$ cat src/rtl/oled_pkg.sv
`default_nettype none
// ============================================================================
//  Module      : oled_pkg
//  Description : Shared constants and FSM state type for the OLED text frame
//                sequencer. Holds the display geometry, the three per-page
//                command bytes and the sequencer state enum.
//  Revision    : 1.0 - initial release
// ============================================================================
package oled_pkg;

    localparam int OLED_PAGES = 4;   // 8 pixel rows per page
    localparam int OLED_COLS  = 16;  // character cells per page
    localparam int GLYPH_W    = 8;   // glyph columns per cell

    localparam int PAGE_W = 2;       // page index width
    localparam int COL_W  = 4;       // column index width
    localparam int CELL_W = 6;       // page*COLS+col

    localparam logic [7:0] CMD_PAGE_BASE = 8'hB0;
    localparam logic [7:0] CMD_COL_LO    = 8'h00;
    localparam logic [7:0] CMD_COL_HI    = 8'h10;

    typedef enum logic [2:0] {
        S_IDLE = 3'd0,
        S_CMD  = 3'd1,
        S_ADDR = 3'd2,
        S_LOAD = 3'd3,
        S_DATA = 3'd4,
        S_DONE = 3'd5
    } state_e;

endpackage
`default_nettype wire

$ cat src/rtl/oled_text_frame_sequencer_if.sv
`default_nettype none
// ============================================================================
//  Module      : oled_text_frame_sequencer_if
//  Description : Byte stream towards the SPI byte transmitter.
//                tx_byte  - byte offered
//                tx_cmd   - 1 = command byte (D/C low), 0 = display data
//                tx_valid - byte offered this cycle
//                tx_ready - transmitter accepts when tx_valid && tx_ready
//  Revision    : 1.0 - initial release
// ============================================================================
interface oled_text_frame_sequencer_if;
    logic [7:0] tx_byte;
    logic       tx_cmd;
    logic       tx_valid;
    logic       tx_ready;

    modport master (output tx_byte, output tx_cmd, output tx_valid, input tx_ready);
    modport slave  (input tx_byte, input tx_cmd, input tx_valid, output tx_ready);
endinterface
`default_nettype wire

$ cat src/rtl/oled_glyph_serializer.sv
`default_nettype none
// ============================================================================
//  Module      : oled_glyph_serializer
//  Description : Holds one 64-bit glyph word and presents its 8 column bytes
//                in order, leftmost column (MSB byte) first.
//                clk, rst_n   - clock, synchronous active-low reset
//                load         - capture word, restart at byte 0
//                advance      - current byte accepted, step to next byte
//                invert       - bit-invert the presented byte
//                word         - glyph word from the character ROM
//                glyph_byte   - current column byte
//                last         - current byte is column 7
//  Revision    : 1.0 - initial release
// ============================================================================
module oled_glyph_serializer
    import oled_pkg::*;
(
    input  wire logic        clk,
    input  wire logic        rst_n,
    input  wire logic        load,
    input  wire logic        advance,
    input  wire logic        invert,
    input  wire logic [63:0] word,
    output logic      [7:0]  glyph_byte,
    output logic             last
);

    logic [63:0] glyph_q, glyph_d;
    logic [2:0]  idx_q,   idx_d;
    logic [5:0]  w_base;

    always_comb begin
        glyph_d = glyph_q;
        idx_d   = idx_q;
        if (load) begin
            glyph_d = word;
            idx_d   = 3'd0;
        end else if (advance) begin
            idx_d = idx_q + 3'd1;
        end
    end

    always_ff @(posedge clk) begin
        if (!rst_n) begin
            glyph_q <= '0;
            idx_q   <= '0;
        end else begin
            glyph_q <= glyph_d;
            idx_q   <= idx_d;
        end
    end

    // Byte k sits at bits [63-8k -: 8]; its low bit index is 8*(7-k) = {~k,3'b0}.
    assign w_base     = {~idx_q, 3'b000};
    assign glyph_byte = glyph_q[w_base +: 8] ^ {8{invert}};
    assign last       = (idx_q == 3'(GLYPH_W - 1));

endmodule
`default_nettype wire

$ cat src/rtl/oled_text_frame_sequencer.sv
`default_nettype none
// ============================================================================
//  Module      : oled_text_frame_sequencer
//  Description : Refreshes a 128x32 OLED from a 4x16 ASCII text buffer, one
//                full frame per accepted start. Per page: 3 command bytes,
//                then for each cell: read code, address ROM, stream 8 bytes.
//                clk, rst_n  - clock, synchronous active-low reset
//                start       - frame request (IDLE only)
//                invert      - latched at start, inverts all data bytes
//                busy, done  - frame in progress / end-of-frame pulse
//                cell_addr   - text buffer address, cell_code its data
//                rom_addr    - char ROM address, rom_data its glyph word
//                tx          - byte stream to SPI transmitter (master)
//  Revision    : 1.0 - initial release
// ============================================================================
module oled_text_frame_sequencer
    import oled_pkg::*;
(
    input  wire logic                    clk,
    input  wire logic                    rst_n,
    input  wire logic                    start,
    input  wire logic                    invert,
    output logic                         busy,
    output logic                         done,
    output logic [CELL_W-1:0]            cell_addr,
    input  wire logic [6:0]              cell_code,
    output logic [6:0]                   rom_addr,
    input  wire logic [63:0]             rom_data,
    oled_text_frame_sequencer_if.master  tx
);

    state_e              state_q,    state_d;
    logic [PAGE_W-1:0]   page_q,     page_d;
    logic [COL_W-1:0]    col_q,      col_d;
    logic [1:0]          cmd_idx_q,  cmd_idx_d;
    logic                inv_q,      inv_d;
    logic [6:0]          rom_addr_q, rom_addr_d;

    logic       ser_load;
    logic       ser_adv;
    logic [7:0] ser_byte;
    logic       ser_last;
    logic       w_accept;

    assign w_accept = tx.tx_valid && tx.tx_ready;

    oled_glyph_serializer u_ser (
        .clk        (clk),
        .rst_n      (rst_n),
        .load       (ser_load),
        .advance    (ser_adv),
        .invert     (inv_q),
        .word       (rom_data),
        .glyph_byte (ser_byte),
        .last       (ser_last)
    );

    always_ff @(posedge clk) begin
        if (!rst_n) begin
            state_q    <= S_IDLE;
            page_q     <= '0;
            col_q      <= '0;
            cmd_idx_q  <= '0;
            inv_q      <= 1'b0;
            rom_addr_q <= '0;
        end else begin
            state_q    <= state_d;
            page_q     <= page_d;
            col_q      <= col_d;
            cmd_idx_q  <= cmd_idx_d;
            inv_q      <= inv_d;
            rom_addr_q <= rom_addr_d;
        end
    end

    always_comb begin
        state_d     = state_q;
        page_d      = page_q;
        col_d       = col_q;
        cmd_idx_d   = cmd_idx_q;
        inv_d       = inv_q;
        rom_addr_d  = rom_addr_q;
        ser_load    = 1'b0;
        ser_adv     = 1'b0;
        tx.tx_valid = 1'b0;
        tx.tx_cmd   = 1'b0;
        tx.tx_byte  = 8'h00;

        unique case (state_q)
            S_IDLE: begin
                if (start) begin
                    inv_d     = invert;
                    page_d    = '0;
                    col_d     = '0;
                    cmd_idx_d = '0;
                    state_d   = S_CMD;
                end
            end

            S_CMD: begin
                tx.tx_valid = 1'b1;
                tx.tx_cmd   = 1'b1;
                case (cmd_idx_q)
                    2'd0:    tx.tx_byte = CMD_PAGE_BASE | {{(8-PAGE_W){1'b0}}, page_q};
                    2'd1:    tx.tx_byte = CMD_COL_LO;
                    default: tx.tx_byte = CMD_COL_HI;
                endcase
                if (w_accept) begin
                    if (cmd_idx_q == 2'd2) begin
                        cmd_idx_d = '0;
                        state_d   = S_ADDR;
                    end else begin
                        cmd_idx_d = cmd_idx_q + 2'd1;
                    end
                end
            end

            S_ADDR: begin
                rom_addr_d = cell_code;
                state_d    = S_LOAD;
            end

            S_LOAD: begin
                ser_load = 1'b1;
                state_d  = S_DATA;
            end

            S_DATA: begin
                tx.tx_valid = 1'b1;
                tx.tx_byte  = ser_byte;
                if (w_accept) begin
                    ser_adv = 1'b1;
                    if (ser_last) begin
                        if (col_q != COL_W'(OLED_COLS - 1)) begin
                            col_d   = col_q + 4'd1;
                            state_d = S_ADDR;
                        end else if (page_q != PAGE_W'(OLED_PAGES - 1)) begin
                            col_d   = '0;
                            page_d  = page_q + 2'd1;
                            state_d = S_CMD;
                        end else begin
                            state_d = S_DONE;
                        end
                    end
                end
            end

            S_DONE: begin
                state_d = S_IDLE;
            end

            default: begin
                state_d = S_IDLE;
            end
        endcase
    end

    assign cell_addr = {page_q, col_q};
    assign rom_addr  = rom_addr_q;
    assign busy      = (state_q == S_CMD) || (state_q == S_ADDR) ||
                       (state_q == S_LOAD) || (state_q == S_DATA);
    assign done      = (state_q == S_DONE);

endmodule
`default_nettype wire

$ cat src/flat_wrapper.sv
// flat-port wrapper written by rule: the top's interface ports become plain ports
module oled_text_frame_sequencer_flat import oled_pkg::*;
  (clk, rst_n, start, invert, busy, done, cell_addr, cell_code, rom_addr, rom_data, tx_tx_byte, tx_tx_cmd, tx_tx_valid, tx_tx_ready);
  oled_text_frame_sequencer_if tx_i ();
  input  wire logic clk;
  input  wire logic rst_n;
  input  wire logic start;
  input  wire logic invert;
  output logic busy;
  output logic done;
  output logic [CELL_W-1:0] cell_addr;
  input  wire logic [6:0] cell_code;
  output logic [6:0] rom_addr;
  input  wire logic [63:0] rom_data;
  output wire logic [$bits(tx_i.tx_byte)-1:0] tx_tx_byte;
  output wire logic [$bits(tx_i.tx_cmd)-1:0] tx_tx_cmd;
  output wire logic [$bits(tx_i.tx_valid)-1:0] tx_tx_valid;
  input wire logic [$bits(tx_i.tx_ready)-1:0] tx_tx_ready;
  assign tx_tx_byte = tx_i.tx_byte;
  assign tx_tx_cmd = tx_i.tx_cmd;
  assign tx_tx_valid = tx_i.tx_valid;
  assign tx_i.tx_ready = tx_tx_ready;
  oled_text_frame_sequencer u_core (.clk(clk), .rst_n(rst_n), .start(start), .invert(invert), .busy(busy), .done(done), .cell_addr(cell_addr), .cell_code(cell_code), .rom_addr(rom_addr), .rom_data(rom_data), .tx(tx_i));
endmodule
$ cat config.mk
export PLATFORM = sky130hd
export DESIGN_NAME = oled_text_frame_sequencer_flat
export DESIGN_NICKNAME = d
export VERILOG_FILES = /design/src/rtl/oled_pkg.sv /design/src/rtl/oled_text_frame_sequencer_if.sv /design/src/rtl/oled_glyph_serializer.sv /design/src/rtl/oled_text_frame_sequencer.sv /design/src/flat_wrapper.sv
export SDC_FILE = /design/constraint.sdc
export NUM_CORES = 1
export LEC_CHECK = 0
export ABC_AREA = 1
export CAP_MARGIN = 10
export CORE_ASPECT_RATIO = 1.4
export CORE_UTILIZATION = 50
export DETAILED_ROUTE_END_ITERATION = 6
export GPL_ROUTABILITY_DRIVEN = 1
export HOLD_SLACK_MARGIN = 0.1
export PLACE_DENSITY = 0.86
export SETUP_SLACK_MARGIN = 0.2
export SLEW_MARGIN = 40
export SYNTH_ARGS = -nofsm -noshare
export SYNTH_HDL_FRONTEND = slang
export SYNTH_SLANG_ARGS = --single-unit
$ cat constraint.sdc
create_clock -name clk -period 1.65 [get_ports clk]
set_input_delay 0.2475 -clock clk [delete_from_list [all_inputs] [get_ports clk]]
set_output_delay 0.2475 -clock clk [all_outputs]
set_load 0.05 [all_outputs]
; Yosys cells after proc, flatten, opt, wreduce, memory -nomap -nowiden
; Cells that the tools add are included.
[word_totals]
reg_bits = 86
output_inout_bits = 25
[op_classes]
addsub = 4
n_eq_ne = 18
shift = 1
muxes = 30
bitwise = 3
reduce_logical = 15
[op_table]
columns = op, count
row1 = 64-bit by 7-bit indexed part select with 8-bit output, 1
row2 = 8-bit one-hot mux with 2 select lines, 2
row3 = 3-bit 2-to-1 mux, 7
row4 = 4-bit 2-to-1 mux, 5
row5 = 3-bit one-hot mux with 5 select lines, 1
row6 = 2-bit 2-to-1 mux, 7
row7 = 2-bit by 1-bit inequality test with 1-bit output (second input constant), 5
row8 = 5-bit AND reduction, 2
row9 = 3-bit == test (second input constant), 3
row10 = 2-bit one-hot mux with 2 select lines, 2
row11 = 4-bit one-hot mux with 2 select lines, 1
row12 = 8-bit bitwise XOR, 1
row13 = 3-bit by 2-bit == test with 1-bit output (second input constant), 2
row14 = 2-bit inequality test (second input constant), 3
row15 = 6-bit AND reduction, 1
row16 = 1-bit 2-to-1 mux, 5
row17 = 2-bit by 1-bit adder with 2-bit output (second input constant), 2
row18 = 4-bit by 1-bit adder with 4-bit output (second input constant), 1
row19 = 4-bit inequality test (second input constant), 1
row20 = 2-bit nonzero test, 2
row21 = 2-bit OR reduction, 2
row22 = 3-bit by 1-bit adder with 3-bit output (second input constant), 1
row23 = 3-bit by 1-bit == test with 1-bit output (second input constant), 1
row24 = 3-bit zero test, 1
row25 = 10 further kinds, 12

; Depth between registers and ports, before layout
; Gate-level depths: netlist (run 1).
[depth]
ltp_word = 6
ltp_mapped = 9
depth_no_buf = 9

; By module
; Synthesis (run 1) repeated with hierarchy kept, for this count alone.
[unflattened]
cells_unflattened = 618
area_unflattened_um2 = 4160.2
[modules_own_cells]
columns = module, n_inst, cells_each, area_each_um2
row1 = oled_glyph_serializer, 1, 451, 3074.2
row2 = oled_text_frame_sequencer, 1, 167, 1086.0

; Worst setup path before layout (run 1)
; OpenSTA, ideal clock, no wires.
[synth_path]
path_kind = register to output
from = register u_core.u_ser.idx_q[2]
to = output tx_tx_byte[6]
t_arrival_ns = 1.730
required_ns = 1.402
setup_slack_ns = -0.327
path_stages_with_launch = 8
path_buffers = 1
path_cell_list = dfxtp_1 clkbuf_1 clkinv_1 nand3_1 nand2_1 nand2_1 nand2_1 nor2_1
[synth_between]
elab_chain_cells = 4
[synth_rtl]
columns = item, line
row1 = from (decl), oled_glyph_serializer.sv:29  ; logic [2:0] idx_q, idx_d;
row2 = from (signal assigned), oled_glyph_serializer.sv:49  ; idx_q <= idx_d;
row3 = 3-bit NOT, oled_glyph_serializer.sv:54  ; assign w_base = {~idx_q, 3'b000};
row4 = 64-bit by 7-bit indexed part select with 8-bit output, oled_glyph_serializer.sv:55  ; assign glyph_byte = glyph_q[w_base +: 8] ^ {8{invert}};
row5 = 8-bit bitwise XOR, oled_glyph_serializer.sv:55
row6 = 8-bit one-hot mux with 2 select lines, oled_text_frame_sequencer.sv:89  ; unique case (state_q)
row7 = to (decl), flat_wrapper.sv:15  ; output wire logic [$bits(tx_i.tx_byte)-1:0] tx_tx_byte;
; Every way passes these cells.

; Worst setup path after layout (run 1)
[layout_path]
from = register u_core.u_ser.idx_q[0]
to = output tx_tx_byte[0]
; Same word-level chain as after synthesis.

==> results of run 1 <==
[flip-flops by register name, summed over array words and instances, names as in the netlist]
signal / count
u_core.cmd_idx_q: 2
u_core.rom_addr: 7
u_core.page_q: 2
u_core.state_q: 3
u_core.col_q: 4
u_core.inv_q: 1
u_core.u_ser.idx_q: 3
u_core.u_ser.glyph_q: 64
[worst max-delay path, delay by kind of cell (launching register included)]
kind | cells | cell delay, ps
DFF | 1 | 410
and+or+nand+nor | 7 | 780
buffers and inverters | 3 | 360
[power breakdown]
group / total [mW] / switching, mW / internal, mW / leakage [nW]
sequential: 2.68 / 0.258 / 2.42 / 0.703
combinational: 4.92 / 3.00 / 1.92 / 1.73
clock: 1.52 / 0.740 / 0.777 / 0.0968
total: 9.12 / 4.00 / 5.12 / 2.53
[area by class of cell]
| class | instances | share of cell area [%] |
|---|---|---|
| clock buffer | 14 | 2.589 |
| timing repair buffer | 134 | 24.28 |
| tap | 100 | 1.992 |
| sequential | 86 | 27.86 |
| clock inverter | 1 | 0.4780 |
| inverter | 75 | 4.840 |
| multi-input combinational | 412 | 37.66 |
| timing repair inverter | 2 | 0.2987 |
[layout by cell type (no fill, tap or decap), types with 3 or more instances in the layout]
cell	synthesis	layout
sky130_fd_sc_hd__nand3_1	57	21
sky130_fd_sc_hd__a21oi_1	60	59
sky130_fd_sc_hd__dfxtp_1	86	75
sky130_fd_sc_hd__dfxtp_4	0	6
sky130_fd_sc_hd__dfxtp_2	0	5
sky130_fd_sc_hd__nor3_1	4	3
sky130_fd_sc_hd__inv_4	0	4
sky130_fd_sc_hd__nand2_4	0	14
sky130_fd_sc_hd__nand3_2	1	34
sky130_fd_sc_hd__nand2_2	2	24
sky130_fd_sc_hd__o21ai_1	1	7
sky130_fd_sc_hd__nor2_1	78	74
sky130_fd_sc_hd__nand3_4	0	3
sky130_fd_sc_hd__clkbuf_1	15	3
sky130_fd_sc_hd__clkbuf_8	0	11
sky130_fd_sc_hd__inv_1	68	62
sky130_fd_sc_hd__inv_2	5	5
sky130_fd_sc_hd__clkdlybuf4s50_1	0	74
sky130_fd_sc_hd__nand2_1	108	72
sky130_fd_sc_hd__buf_6	4	7
sky130_fd_sc_hd__buf_12	0	15
sky130_fd_sc_hd__nor2_4	3	8
sky130_fd_sc_hd__buf_16	0	4
sky130_fd_sc_hd__buf_4	1	30
sky130_fd_sc_hd__o21ai_0	85	78
sky130_fd_sc_hd__nor3_4	2	3
[per-layer routing]
layer	GRT usage [%]	part of all wire, %
met5	0	0
met4	23.02	8.6
met3	5.356	8.9
met2	55.90	50
met1	31.74	32
[what timing repair did]
item | 4_1_cts | 5_1_grt
hold endpoints to repair | 0 | 0
pin swaps | 16 | 36
cloned | 5 | 3
setup endpoints to repair | 21 | 26
gates resized for setup | 45 | 83
setup buffers | 7 | 4
[per-stage QoR]
step	setup WS (ps)	hold slack [ps]	std cells	cell area, sq um
floorplan	-31.37	382.4	606	4208
global placement	-72.29	441.2	790	5385
detailed placement	-174.7	445.1	790	5385
CTS	-364.7	276.5	817	5901
global route	-574.3	325.7	824	6282
finish	-526.1	290.9	824	6282
[logic make-up after synthesis]
group,Yosys count
simple gates,261
buf+inv,108
fa+ha+maj,4
flops,86
compound gates,147
[path summary, 6_finish.rpt]
kind | from | to | cells after the start
worst max-delay path | u_core.u_ser.idx_q[0] | tx_tx_byte[0] | 10
worst min-delay path | rst_n | u_core.u_ser.idx_q[1] | 5
worst max register to register | u_core.u_ser.idx_q[0] | u_core.page_q[0] | 11
worst min register to register | u_core.u_ser.glyph_q[27] | u_core.u_ser.glyph_q[27] | 2
==> results.rst, run 1 <==
.. list-table::
   :header-rows: 1

   * - Metric
     - Value
   * - Count of port buffers added during placement
     - 100
   * - Combinational family with the most area after synthesis
     - simple AND/OR/NAND/NOR gates
   * - Cell types occupying the most area after synthesis
     - sky130_fd_sc_hd__dfxtp_1, sky130_fd_sc_hd__o21ai_0, sky130_fd_sc_hd__nand2_1, sky130_fd_sc_hd__a21oi_1, sky130_fd_sc_hd__nor2_1
   * - Post-synth design cell area
     - 4101 sq um
   * - Delay of the slowest cell on the worst path
     - 410 ps
   * - Clock root buffer
     - sky130_fd_sc_hd__clkbuf_8
   * - Count of boundary I/O pins
     - 101
   * - Effective utilization at floorplan
     - 52.28%
   * - Static leakage power
     - 2.534 nW
   * - Number of max-capacitance violations reported
     - 0
   * - Sequential-to-total area share from yosys stat
     - 41.98%
   * - Internal reg-to-reg setup slack
     - -140 ps
   * - Basic-gate share of the synthesized area counting and, or, nand and nor cells
     - 27.73%
   * - Area of the die
     - 8574 sq um
   * - Sum of routed wire length over all layers
     - 16000 um
   * - Total number of clock tree sinks
     - 86
   * - Part of the cycle the worst path needs
     - 131.9%
   * - Final Hold Fails
     - 0
   * - GR Overflow Total
     - 0
   * - Layout filler cell count
     - 476
   * - Clock tree from TritonCTS
     - done
   * - Synth Flop Type
     - sky130_fd_sc_hd__dfxtp_1
   * - Count of nets left with antenna violations after detail routing
     - 0
   * - Count of warnings emitted by yosys
     - 0
   * - Number of antenna violations at the first check in global routing
     - 0
   * - Number of global-route vias before repair
     - 4539
   * - Area taken by flip-flops and latches
     - 1750 sq um
   * - Post-synth EDFFs
     - 0
   * - Power after layout
     - 9.116 mW
   * - Classification of the worst setup path
     - flop to primary output
   * - Final setup margin
     - -526.1 ps
   * - Fraction of the core area covered by cells at the end of the flow
     - 80.08%
   * - Maximum resistive drop on vdd
     - 0.0009835 V
   * - Adder and majority cell fraction of the synthesized area
     - 1.220%
   * - Count of standard-cell rows
     - 38
   * - Net count of the mapped netlist
     - 686
   * - Number of levels the H-tree was split into
     - 3
   * - Library cell with the highest instance count after synthesis
     - sky130_fd_sc_hd__nand2_1
   * - TNS Setup
     - -4273 ps
   * - Share of final-layout standard cells stronger than drive strength 1
     - 25.97%
   * - Required time reported for the critical path endpoint
     - 1400 ps
   * - Worst clock skew
     - 6.662 ps
   * - Vias post-DR
     - 4959
   * - Layout overhead on the synthesized area
     - 53.17%
   * - Status
     - finished with violations
   * - Count of nets after finishing
     - 800
   * - Final Critical Period
     - 2176 ps
   * - Cell taking the most area after synthesis
     - sky130_fd_sc_hd__dfxtp_1
   * - Headroom to the max-slew limit
     - 65.33%
   * - Combined area of the multi-input logic cells
     - 2366 sq um
   * - Power per cell area
     - 1451 nW/um^2
   * - Xor-xnor portion of the synthesized cell area
     - 0%
   * - Worst path cell trace
     - buf_6 -> inv_8 -> nand2_1 -> nand3_2 -> nand3_2 -> nand2_1 -> nand2_1 -> nand3_2 -> nand2_4 -> buf_12
   * - Synth Area in Compound Gates
     - 17.97%
   * - Post-detailed-route DRC marker count
     - 0
   * - Detailed-route wire length per cell
     - 19.41 um
   * - Placeable core area
     - 7845 sq um
   * - CP endpoint kind
     - primary output
   * - Register clock-pin slew on the reported worst setup and hold paths
     - 80 ps
   * - Post-synthesis cell type count
     - 26
   * - GR Util All Layers
     - 30.98%
   * - Violation count after the first detailed-route iteration
     - 592
   * - Clk Latency, worst-skew pair
     - 370 ps
   * - Max-slew violations
     - 0
   * - Startpoint types
     - flop
   * - First-pass GRT wire length
     - 20360 um
   * - Dpl hpwl
     - 8219 um
   * - Number of clock buffers inserted by TritonCTS
     - 9
   * - Ranking of synthesized cells by instance count
     - sky130_fd_sc_hd__nand2_1, sky130_fd_sc_hd__dfxtp_1, sky130_fd_sc_hd__o21ai_0
   * - Top fanout value on the critical path
     - 14
   * - Violations in the final reports
     - setup timing
   * - RSZ-0062 raised after global routing
     - yes
   * - Routability Congestion
     - 0.9314
   * - Syn Inst Count
     - 606
   * - Number of diodes
     - 0
   * - Avg Vias per Cell
     - 6.018
   * - Worst-Margin Slew
     - 519.6 ps
   * - Maximum number of pins on one net before global-route repair
     - 63
   * - WP data arrival
     - 1930 ps
   * - Number of optimization iterations in the first detailed-route pass
     - 6
   * - Critical Path Slowest Stage Cell
     - sky130_fd_sc_hd__dfxtp_4
   * - Post-synth top area share
     - 41.98%
   * - Proportion of register bits with asynchronous set or reset after synthesis
     - 0%
   * - Average size of a mapped cell
     - 6.768 sq um
   * - Die Y-Extent
     - 109.2 um
   * - Kind of path behind the tightest hold check
     - primary input to flop
   * - Number of flip-flops and latches in the synthesized netlist
     - 86
   * - Share of cell area taken by muxes after synthesis
     - 0%
   * - Setup violation total in the final timing report
     - 14
   * - CTS Hold Bufs
     - 0
   * - Maximum root-to-sink buffer count
     - 2
   * - Chip width
     - 78.55 um
   * - Highest achievable clock rate
     - 459.5 MHz
No activity file was read; power rests on OpenSTA's default activity.
==> run 2, diff against run 1 <==
Settings changed: CELL_PAD_IN_SITES_DETAIL_PLACEMENT set to 2, CELL_PAD_IN_SITES_GLOBAL_PLACEMENT set to 2, CORE_UTILIZATION 50 to 26, PLACE_DENSITY 0.86 to unset, PLACE_DENSITY_LB_ADDON set to 0.05.
==> run 2 against run 1 <==
Net effect:
- the flow still finishes with violations (setup timing)
- count of clock-buffer cells in the layout fell by 4
- fmax rose by 10%
- critical path depth fell by 2
- largest cell class unchanged
- highest routed layer unchanged
==> results.rst, run 2 (same netlist as run 1, synthesis figures left out) <==
.. list-table::
   :header-rows: 1

   * - Metric
     - Value
   * - CP dominant cell by count
     - sky130_fd_sc_hd__inv_4
   * - Worst clock skew
     - 6.670 ps (+0.007740 ps)
   * - Number of clock buffers inserted by TritonCTS
     - 9 (unchanged)
   * - Final setup margin
     - -322.0 ps (+204.1 ps)
   * - Top fanout value on the critical path
     - 4 (-10)
   * - Highest achievable clock rate
     - 507.1 MHz (+10%)
   * - Count of standard-cell rows
     - 54 (+42%)
   * - Count of boundary I/O pins
     - 101 (unchanged)
   * - Power per cell area
     - 1534 nW/um^2 (+5.7%)
   * - Detailed-route wire length per cell
     - 17.10 um (-12%)
   * - Number of levels the H-tree was split into
     - 3 (unchanged)
   * - Placeable core area
     - 15470 sq um (+97%)
   * - Classification of the worst setup path
     - flop to primary output
   * - GR Overflow Total
     - 0 (unchanged)
   * - Static leakage power
     - 2.648 nW (+4.5%)
   * - Number of global-route vias before repair
     - 4706 (+3.7%)
   * - Status
     - finished with violations
   * - Post-detailed-route DRC marker count
     - 0 (unchanged)
   * - Violation count after the first detailed-route iteration
     - 77 (-87%)
   * - CTS Hold Bufs
     - 0 (unchanged)
   * - Start point of the worst min-delay path
     - rst_n
   * - Part of the cycle the worst path needs
     - 119.5% (-12 points)
   * - Sum of routed wire length over all layers
     - 15920 um (-0.51%)
   * - Clk Latency, worst-skew pair
     - 340 ps (-30 ps)
   * - Startpoint types
     - flop
   * - Final Hold Fails
     - 0 (unchanged)
   * - GR Util All Layers
     - 19.55% (-11 points)
   * - RSZ-0062 raised after global routing
     - yes
   * - Maximum resistive drop on vdd
     - 0.0009666 V (-1.7%)
   * - Layout overhead on the synthesized area
     - 58.18%
   * - Avg Vias per Cell
     - 4.768 (-21%)
   * - Vias post-DR
     - 4439 (-10%)
   * - Dpl hpwl
     - 11640 um (+42%)
   * - Number of optimization iterations in the first detailed-route pass
     - 4 (-2)
   * - Number of cell instances on the worst register-to-register path
     - 10 (-1)
   * - Delay of the slowest cell on the worst path
     - 360 ps (-50 ps)
   * - Depth of the worst hold-timing path
     - 3 (-2)
   * - Routability Congestion
     - 0.7787 (-16%)
   * - Setup violation total in the final timing report
     - 9 (-5)
   * - Kind of path behind the tightest hold check
     - primary input to flop
   * - Count of port buffers added during placement
     - 100 (unchanged)
   * - Die Y-Extent
     - 150.6 um (+38%)
   * - Commonest non-fill, non-tap cells in the layout
     - sky130_fd_sc_hd__nand2_1, sky130_fd_sc_hd__dfxtp_1, sky130_fd_sc_hd__clkdlybuf4s50_1, sky130_fd_sc_hd__nor2_1, sky130_fd_sc_hd__inv_1
   * - Worst r2r src
     - u_core.state_q[1]
   * - Headroom to the max-slew limit
     - 68.45% (+3.1 points)
   * - Register clock-pin slew on the reported worst setup and hold paths
     - 70 ps (about the same)
   * - Area of the die
     - 16290 sq um (+90%)
   * - Total number of clock tree sinks
     - 86 (unchanged)
   * - Final Critical Period
     - 1972 ps (-204.1 ps)
   * - Worst path cell trace
     - inv_4 -> nand2_8 -> nor2_4 -> inv_4 -> nor3_4 -> inv_2 -> nand2_4 -> buf_12
   * - Worst-Margin Slew
     - 472.7 ps (-46.84 ps)
   * - Placed cell count
     - 899 (+14%)
   * - Power after layout
     - 9.953 mW (+9.2%)
   * - Number of max-capacitance violations reported
     - 0 (unchanged)
   * - CP endpoint kind
     - primary output
   * - Share of final-layout standard cells stronger than drive strength 1
     - 24.35% (-1.6 points)
   * - Maximum root-to-sink buffer count
     - 2 (unchanged)
   * - Cell family with most CP delay
     - simple AND/OR/NAND/NOR gates
   * - Internal reg-to-reg setup slack
     - -40 ps (+100 ps)
   * - Worst Path Buf+Inv
     - 4 (+1)
   * - Area taken by flip-flops and latches
     - 1753 sq um (+0.14%)
   * - Chip width
     - 108.2 um (+38%)
   * - Required time reported for the critical path endpoint
     - 1400 ps (about the same)
   * - Largest register by flop count
     - u_core.u_ser.glyph_q
   * - Clock root buffer
     - sky130_fd_sc_hd__clkbuf_16
   * - Layout filler cell count
     - 1764 (+270%)
   * - Final non-filler cell total
     - 931 (+13%)
   * - Hold Path Sink
     - u_core.page_q[0]
   * - Maximum number of pins on one net before global-route repair
     - 52 (-17%)
   * - Max-slew violations
     - 0 (unchanged)
   * - Number of antenna violations at the first check in global routing
     - 0 (unchanged)
   * - WP data arrival
     - 1720 ps (-210 ps)
   * - Combined area of the multi-input logic cells
     - 2260 sq um (-4.5%)
   * - Clock tree from TritonCTS
     - done
   * - Number of diodes
     - 0 (unchanged)
   * - Most common library cell in the layout ignoring fill and taps
     - sky130_fd_sc_hd__nand2_1
   * - Number of flip-flops under the largest register name
     - 64 (unchanged)
   * - First-pass GRT wire length
     - 24300 um (+19%)
   * - Effective utilization at floorplan
     - 26.51% (-26 points)
   * - Critical Path Slowest Stage Cell
     - sky130_fd_sc_hd__dfxtp_4
   * - Fraction of the core area covered by cells at the end of the flow
     - 41.93% (-38 points)
   * - Count of nets after finishing
     - 811 (+1.4%)
   * - Count of nets left with antenna violations after detail routing
     - 0 (unchanged)
   * - Reg-to-reg critical path endpoint
     - u_core.page_q[0]
   * - Violations in the final reports
     - setup timing
==> run 2: cell count changes in the layout (fill, tap and decap cells not counted), sizes merged <==
cell and delta:
clkinvlp -2, bufinv +2, clkinv +2, clkbuf -5, buf +14
==> run 2: layout make-up <==
type                            count  share of cell area (%)
Clock buffer                       10                   3.684
Sequential cell                    86                   27.02
Tap cell                          196                   3.780
Clock inverter                      5                   1.659
Timing Repair Buffer              147                   24.47
Inverter                           75                   4.552
Multi-Input combinational cell    412                   34.83
==> run 2: what timing repair did <==
| action | 4_1_cts | 5_1_grt |
|---|---|---|
| setup endpoints to repair | 85 | 26 |
| gates resized for setup | 67 | 74 |
| pin swaps | 12 | 15 |
| cloned | 0 | 1 |
| buffers inserted | 10 | 6 |
==> run 2: layer usage <==
metal | vias to the layer above | global-route usage, % | share of wire [%]
li1 | 2205 | - | -
met1 | 2131 | 21.76 | 40
met2 | 83 | 37.26 | 55
met3 | 20 | 2.727 | 2.8
met4 | 0 | 6.507 | 2.7
met5 | - | 0 | 0
==> run 2: worst register-to-register path: stages, from the launching register on <==
cell and delay [ps]:
sky130_fd_sc_hd__dfxtp_4 350, sky130_fd_sc_hd__buf_6 120, sky130_fd_sc_hd__nor2_4 120, sky130_fd_sc_hd__nand2_4 70
sky130_fd_sc_hd__buf_6 130, sky130_fd_sc_hd__buf_4 160, sky130_fd_sc_hd__a21oi_1 270, sky130_fd_sc_hd__nor2_4 90
sky130_fd_sc_hd__o21ai_1 120, sky130_fd_sc_hd__nand2_1 80, sky130_fd_sc_hd__nor2_1 110
==> run 2: how the worst max path moves through the flow <==
| stage | from | to | slack (ps) | cells past startpoint |
|---|---|---|---|---|
| after floorplan | u_core.state_q[2] | tx_tx_byte[0] | -30 | 7 |
| after global placement | u_core.state_q[1] | u_core.u_ser.glyph_q[27] | -100 | 6 |
| after detailed placement | u_core.u_ser.idx_q[0] | tx_tx_byte[0] | -140 | 10 |
| after CTS | u_core.u_ser.idx_q[0] | tx_tx_byte[0] | -320 | 10 |
| after global routing | u_core.u_ser.idx_q[0] | tx_tx_byte[6] | -430 | 10 |
| final | u_core.state_q[2] | tx_tx_byte[7] | -320 | 8 |
==> run 2: through the flow <==
step           setup TNS [ps]  hold WS (ps)  cell area (sq um)  setup WS [ps]
2_1_floorplan          -76.25         382.4               4208         -31.37
3_3_place_gp           -269.4         444.6               5615         -102.3
3_5_place_dp            -1374         446.3               5615         -136.8
4_1_cts                 -2388         294.8               6270         -321.3
5_1_grt                 -3485         309.7               6487         -426.4
6_report                -2423         310.2               6487         -322.0
==> run 2: report_power, final <==
part           switching [mW]  total, mW  internal [mW]
sequential              0.229       2.66           2.43
clock                   0.853       2.37           1.52
combinational            2.89       4.93           2.04
total                    3.97       9.95           5.99
